File: src/rtl/rtc_pkg.sv
// Shared RTC timebase constants and the saturating clamp used for the
// calibrated second length.
package rtc_pkg;

  localparam int RTC_BASE_FREQ   = 10_000_000;
  localparam int RTC_PRE_LOG2    = 7;
  localparam int RTC_DEFAULT_DIV = RTC_BASE_FREQ / (2 ** RTC_PRE_LOG2);
  localparam int RTC_CALC_W      = 34;

  // A second shorter than 2 ticks would leave no room for the terminal compare.
  function automatic logic [31:0] rtc_clamp(input logic signed [RTC_CALC_W-1:0] val,
                                            input logic [31:0] hi);
    logic signed [RTC_CALC_W-1:0] hi_s;
    hi_s = $signed({2'b00, hi});
    if (val < 34'sd2)
      return 32'd2;
    else if (val > hi_s)
      return hi;
    else
      return val[31:0];
  endfunction

endpackage

File: src/rtl/trig_sync_edge.sv
// Two-flop synchroniser for an asynchronous trigger followed by a rising-edge
// pulse; no edge is reported until the edge-detect flop holds a real sample.
module trig_sync_edge (
  input  logic clk,
  input  logic rst,
  input  logic trig,
  output logic edge_p
);

  logic [2:0] sync_q;
  logic [2:0] arm_q;

  always_ff @(posedge clk) begin
    if (!rst) begin
      sync_q <= '0;
      arm_q  <= '0;
    end else begin
      sync_q <= {sync_q[1:0], trig};
      arm_q  <= {arm_q[1:0], 1'b1};
    end
  end

  // arm_q[2] masks the level held through reset release from looking like an edge.
  assign edge_p = arm_q[2] & sync_q[1] & ~sync_q[2];

endmodule

File: src/rtl/rtc_prescaler.sv
// RTC timebase: trigger edges -> prescaler ticks -> calibrated 1 Hz pulse and
// 0.5 Hz square wave, with a shadowed runtime divisor.
module rtc_prescaler
  import rtc_pkg::*;
#(
  parameter int PRE_LOG2    = RTC_PRE_LOG2,
  parameter int DIV_W       = 24,
  parameter int DEFAULT_DIV = RTC_DEFAULT_DIV,
  parameter int CAL_W       = 8,
  parameter int CAL_PERIOD  = 32
) (
  input  logic                  clk,
  input  logic                  rst,
  input  logic                  trig,
  input  logic                  en,
  input  logic                  div_load,
  input  logic [DIV_W-1:0]      div_val,
  input  logic [CAL_W-1:0]      cal_val,
  output logic                  tick,
  output logic                  one_hz,
  output logic                  half_hz_50,
  output logic [(CAL_PERIOD > 1 ? $clog2(CAL_PERIOD) : 1)-1:0] cal_phase
);

  localparam int          CP_W     = (CAL_PERIOD > 1) ? $clog2(CAL_PERIOD) : 1;
  localparam logic [31:0] TERM_MAX = 32'((64'd1 << DIV_W) - 64'd1);

  logic                    edge_p;
  logic [PRE_LOG2-1:0]     pre_cnt;
  logic [DIV_W-1:0]        sec_cnt;
  logic [DIV_W-1:0]        div_active;
  logic [DIV_W-1:0]        div_pend;
  logic                    pend_vld;
  logic [DIV_W-1:0]        term;
  logic [DIV_W-1:0]        load_val;
  logic signed [DIV_W+1:0] trim;
  logic signed [DIV_W+1:0] term_sum;
  logic                    wrap;
  logic                    is_cal;
  logic                    last_sec;
  logic                    roll;

  trig_sync_edge u_sync (
    .clk    (clk),
    .rst    (rst),
    .trig   (trig),
    .edge_p (edge_p)
  );

  // The trim only lengthens or shortens the last second of each cal cycle.
  assign wrap     = edge_p & en & (&pre_cnt);
  assign is_cal   = (cal_phase == CP_W'(CAL_PERIOD - 1));
  assign trim     = is_cal ? (DIV_W+2)'($signed(cal_val)) : '0;
  assign term_sum = $signed({2'b00, div_active}) + trim;
  assign term     = DIV_W'(rtc_clamp(RTC_CALC_W'(term_sum), TERM_MAX));
  assign last_sec = (sec_cnt == term - DIV_W'(1));
  assign roll     = wrap & last_sec;
  assign load_val = (div_val < DIV_W'(2)) ? DIV_W'(2) : div_val;

  always_ff @(posedge clk) begin
    if (!rst) begin
      pre_cnt    <= '0;
      sec_cnt    <= '0;
      div_active <= DIV_W'(DEFAULT_DIV);
      div_pend   <= '0;
      pend_vld   <= 1'b0;
      tick       <= 1'b0;
      one_hz     <= 1'b0;
      half_hz_50 <= 1'b0;
      cal_phase  <= '0;
    end else begin
      tick   <= wrap;
      one_hz <= roll;
      if (edge_p && en)
        pre_cnt <= pre_cnt + PRE_LOG2'(1);
      if (wrap)
        sec_cnt <= last_sec ? '0 : sec_cnt + DIV_W'(1);
      if (roll) begin
        half_hz_50 <= ~half_hz_50;
        cal_phase  <= is_cal ? '0 : cal_phase + CP_W'(1);
        if (pend_vld) begin
          div_active <= div_pend;
          pend_vld   <= 1'b0;
        end
      end
      // A load in the rollover cycle lands after the swap, so it waits one more second.
      if (div_load) begin
        div_pend <= load_val;
        pend_vld <= 1'b1;
      end
    end
  end

endmodule

File: config.mk
export PLATFORM = sky130hd
export DESIGN_NAME = rtc_prescaler
export DESIGN_NICKNAME = d
export VERILOG_FILES = /design/src/rtl/rtc_pkg.sv /design/src/rtl/trig_sync_edge.sv /design/src/rtl/rtc_prescaler.sv
export SDC_FILE = /design/constraint.sdc
export NUM_CORES = 1
export LEC_CHECK = 0
export ABC_AREA = 1
export BUFFER_PORTS_ARGS = -buffer_cell sky130_fd_sc_hd__buf_2
export CAP_MARGIN = 20
export CELL_PAD_IN_SITES_DETAIL_PLACEMENT = 1
export CELL_PAD_IN_SITES_GLOBAL_PLACEMENT = 1
export CORE_AREA = 2 2 144 146
export DETAILED_ROUTE_END_ITERATION = 10
export DIE_AREA = 0 0 146 148
export PLACE_DENSITY_LB_ADDON = 0.1
export SYNTH_ARGS = -nofsm -noshare
export SYNTH_HDL_FRONTEND = slang
export SYNTH_SLANG_ARGS = --single-unit
File: constraint.sdc
create_clock -name clk -period 9.6 [get_ports clk]
set_clock_uncertainty 0.05 [all_clocks]
set_input_delay 0.48 -clock clk [delete_from_list [all_inputs] [get_ports clk]]
set_output_delay 0.48 -clock clk [all_outputs]
set_load 0.05 [all_outputs]
==> metrics.cfg <==
[worst_setup_path]
reg2reg_depth = 37
r2r_start = cal_phase[0]$_SDFFE_PN0P_
worst_ep_required_time_ns = 9.79
crit_top_cell = nand2_1
rrSetupSlack_ns = 2.17
startpoint = cal_phase[0]$_SDFFE_PN0P_
endpoint_kind = flop
worstPathArrival_ns = 7.62
crit_fanout = 40
r2r_end = div_active[9]$_SDFFE_PN0P_
critPathSlowestCell = nand3_2
cp_slowest_stage_delay_ns = 0.67
critPathLaunchType = flop
path_class = flop to flop

[synthesis]
yosys.area.top_type = dfxtp_1
yosys.area_share.adder = 0.0211
synth_ff_type = dfxtp_1
synth_compound_area_frac = 0.0880
synthTopCellsByArea = dfxtp_1, nand2_1, nand3_1, inv_1, nor2_1
ys_warn_count = 0
yosys.area_share.simple = 0.509
syn_nets = 1461
synth-xor-area-share = 0.0183
ys_types = 46
synth-seq-area-share = 0.234
ys_ff_latch = 94
netlist_instances = 1411
syn_avg_cell_area_um2 = 5.71
synth_top_area_frac = 0.234
async_reset_ff_frac = 0
muxShareOfSynthArea = 0
synth_top_family_by_area = simple AND/OR/NAND/NOR gates
syn_area_mm2 = 0.00806
synth_enable_flop_cells = 0

[clock_network]
hold_buffers = 0
cts_num_sinks = 94
post_cts_buffers = 0
numCtsBuffers = 9
htreeDepth = 3
cts_resized = 0
clk_pin_slew_ns = 0.07
cts_tree = yes
root_buffer = clkbuf_16
cts_buffer_depth = 2
clock_latency_ns = 0.36

[pwr]
peakVddDrop_mv = 0.0772
p_leak_nw = 4.67
powerDensity_mw_per_mm2 = 91.4

[global_routing]
antenna_found_initial = 0
track_usage = 0.251
overflow = 0
grt_pass1_vias = 8734
grt_max_degree = 66
grt_first_pass_wirelength_um = 44100

[floorplanning]
dieArea_mm2 = 0.0216
fp-row-count = 52
die_w_um = 146
core-area_mm2 = 0.0200
ios = 45
die_h_um = 148
initial_utilization = 0.402

[timing]
tightestPinTransition_ns = 0.891
relSlewSlack = 0.400
final.setup.tns_ns = 0
rsz0062_at_grt = no
clock.fmax_mhz = 135
slew_viol_final = 0
hold_slack_ns = 0.251
finalCriticalPeriod_ns = 7.43
setup_viol = 0
fin_crit_sh = 0.774
hold_viol = 0

[place]
hpwlAfterDp_um = 21600
port_buffers = 44
gp_congestion = 0.903

[route]
drtAntennaViolNets = 0
firstDrtPassIters = 5
wl_per_cell_um = 15.6
first_iter_violations = 502
drt-total-wl_um = 26500
num_vias = 8774
vias_per_cell = 5.16
drc = 0

[finish]
diodes = 0
drive_above_1_share = 0.103
final_core_util = 0.431
final_nets = 1477
area_delta_synth_final_pct = 7.19

[min_path]
hold_depth = 3
min_path_type = input port to flop
worstHoldStart = trig
min_to = u_sync.sync_q[0]$_SDFF_PN0_

[run]
cap_violations = 0

[run_status]
status = complete, no violations

==> per-stage QoR <==
| stage | total power [W] | setup slack, ns | cell area [um2] | instances |
|---|---|---|---|---|
| 4_1_cts | 0.000801 | 2.17 | 8640 | 1702 |
| 6_report | 0.000789 | 2.17 | 8640 | 1702 |
| 2_1_floorplan | 0.000432 | 3.97 | 8060 | 1411 |
| 5_1_grt | 0.000820 | 1.46 | 8640 | 1702 |
| 3_5_place_dp | 0.000447 | 2.25 | 8360 | 1686 |
| 3_3_place_gp | 0.000446 | 2.57 | 8360 | 1686 |
==> cells by family after synthesis <==
| group | after synthesis |
|---|---|
| xor gates and xnor gates | 16 |
| and+or+nand+nor | 922 |
| DFF | 94 |
| buffers and inverters | 246 |
| adders and majority gates | 13 |
| AOI/OAI and AO/OA | 120 |
==> worst max path at each step <==
| stage | slack, ns | depth (start not counted) | to |
|---|---|---|---|
| detailed placement | 2.25 | 37 | div_active[9]$_SDFFE_PN0P_ |
| CTS | 2.17 | 37 | div_active[9]$_SDFFE_PN0P_ |
| finish | 2.17 | 37 | div_active[9]$_SDFFE_PN0P_ |
| global route | 1.46 | 35 | div_active[9]$_SDFFE_PN0P_ |
| floorplan | 3.97 | 44 | sec_cnt[8]$_SDFFE_PN0P_ |
| global placement | 2.57 | 37 | div_active[9]$_SDFFE_PN0P_ |
==> layout make-up <==
type	count	area (um2)
clock buffer	11	233
clock inverter	5	45.0
fill	2906	11400
inverter	204	769
multi-input combinational	1071	5130
sequential	94	1880
tap	270	338
timing repair buffer	47	243
==> where the power goes <==
part           internal (W)  switching [W]   total, W
combinational     0.0000112      0.0000214  0.0000325
sequential         0.000398     0.00000646   0.000405
clock              0.000179       0.000172   0.000352
==> critical path, delay by kind of cell (launching register included) <==
family	cells	cell delay (ns)
and+or+nand+nor	30	5.06
buffers and inverters	2	0.45
DFF	1	0.41
adders and majority gates	5	1.27
==> sequential cells by signal, summed over array words and instances (netlist names) <==
signal / flops
div_pend: 24
div_active: 24
tick: 1
u_sync.sync_q: 3
sec_cnt: 24
pend_vld: 1
cal_phase: 5
one_hz: 1
pre_cnt: 7
u_sync.arm_q: 3
half_hz_50: 1
==> Yosys cell counts, types with 2 or more instances <==
master and count:
buf_2 10, a21oi_1 45, xor2_1 14, buf_6 12, o21ai_1 3, o22ai_1 2, and2_1 2, dfxtp_1 94
nand3_2 12, or2_2 8, nand4_1 50, nand2_1 472, ha_1 12, nand3b_1 2, o21ai_0 45, clkbuf_1 14
nand2_2 16, nor2_2 17, nor2_1 158, nor3_1 9, buf_4 5, nand2_4 2, clkinv_1 5, nor4_1 7
inv_2 15, nand3_1 155, nor3b_1 2, nor2_4 2, a41oi_1 3, and3_1 3, o211ai_1 12, o211ai_2 8
inv_1 182
==> routing by layer <==
layer / track usage / wire, um / vias to the layer above
li1: - / - / 4520
met1: 0.354 / 13600 / 4085
met2: 0.410 / 11700 / 137
met3: 0.0247 / 758 / 32
met4: 0.0723 / 521 / 0
met5: 0 / 0 / -
==> cell usage in the layout (no fill, tap or decap), types with 3 or more instances in the layout <==
master / synthesis / layout
nand2_1: 472 / 472
inv_1: 182 / 182
nor2_1: 158 / 158
nand3_1: 155 / 155
dfxtp_1: 94 / 94
nand4_1: 50 / 50
a21oi_1: 45 / 45
o21ai_0: 45 / 45
buf_2: 10 / 44
nor2_2: 17 / 17
nand2_2: 16 / 16
inv_2: 15 / 15
xor2_1: 14 / 14
nand3_2: 12 / 12
o211ai_1: 12 / 12
ha_1: 12 / 12
nor3_1: 9 / 9
clkbuf_16: 0 / 9
o211ai_2: 8 / 8
or2_2: 8 / 8
nor4_1: 7 / 7
clkinv_1: 5 / 5
o21ai_1: 3 / 3
a41oi_1: 3 / 3
and3_1: 3 / 3
clkinv_4: 0 / 3
buf_4: 5 / 3
Power figures use the tool's default switching activity.
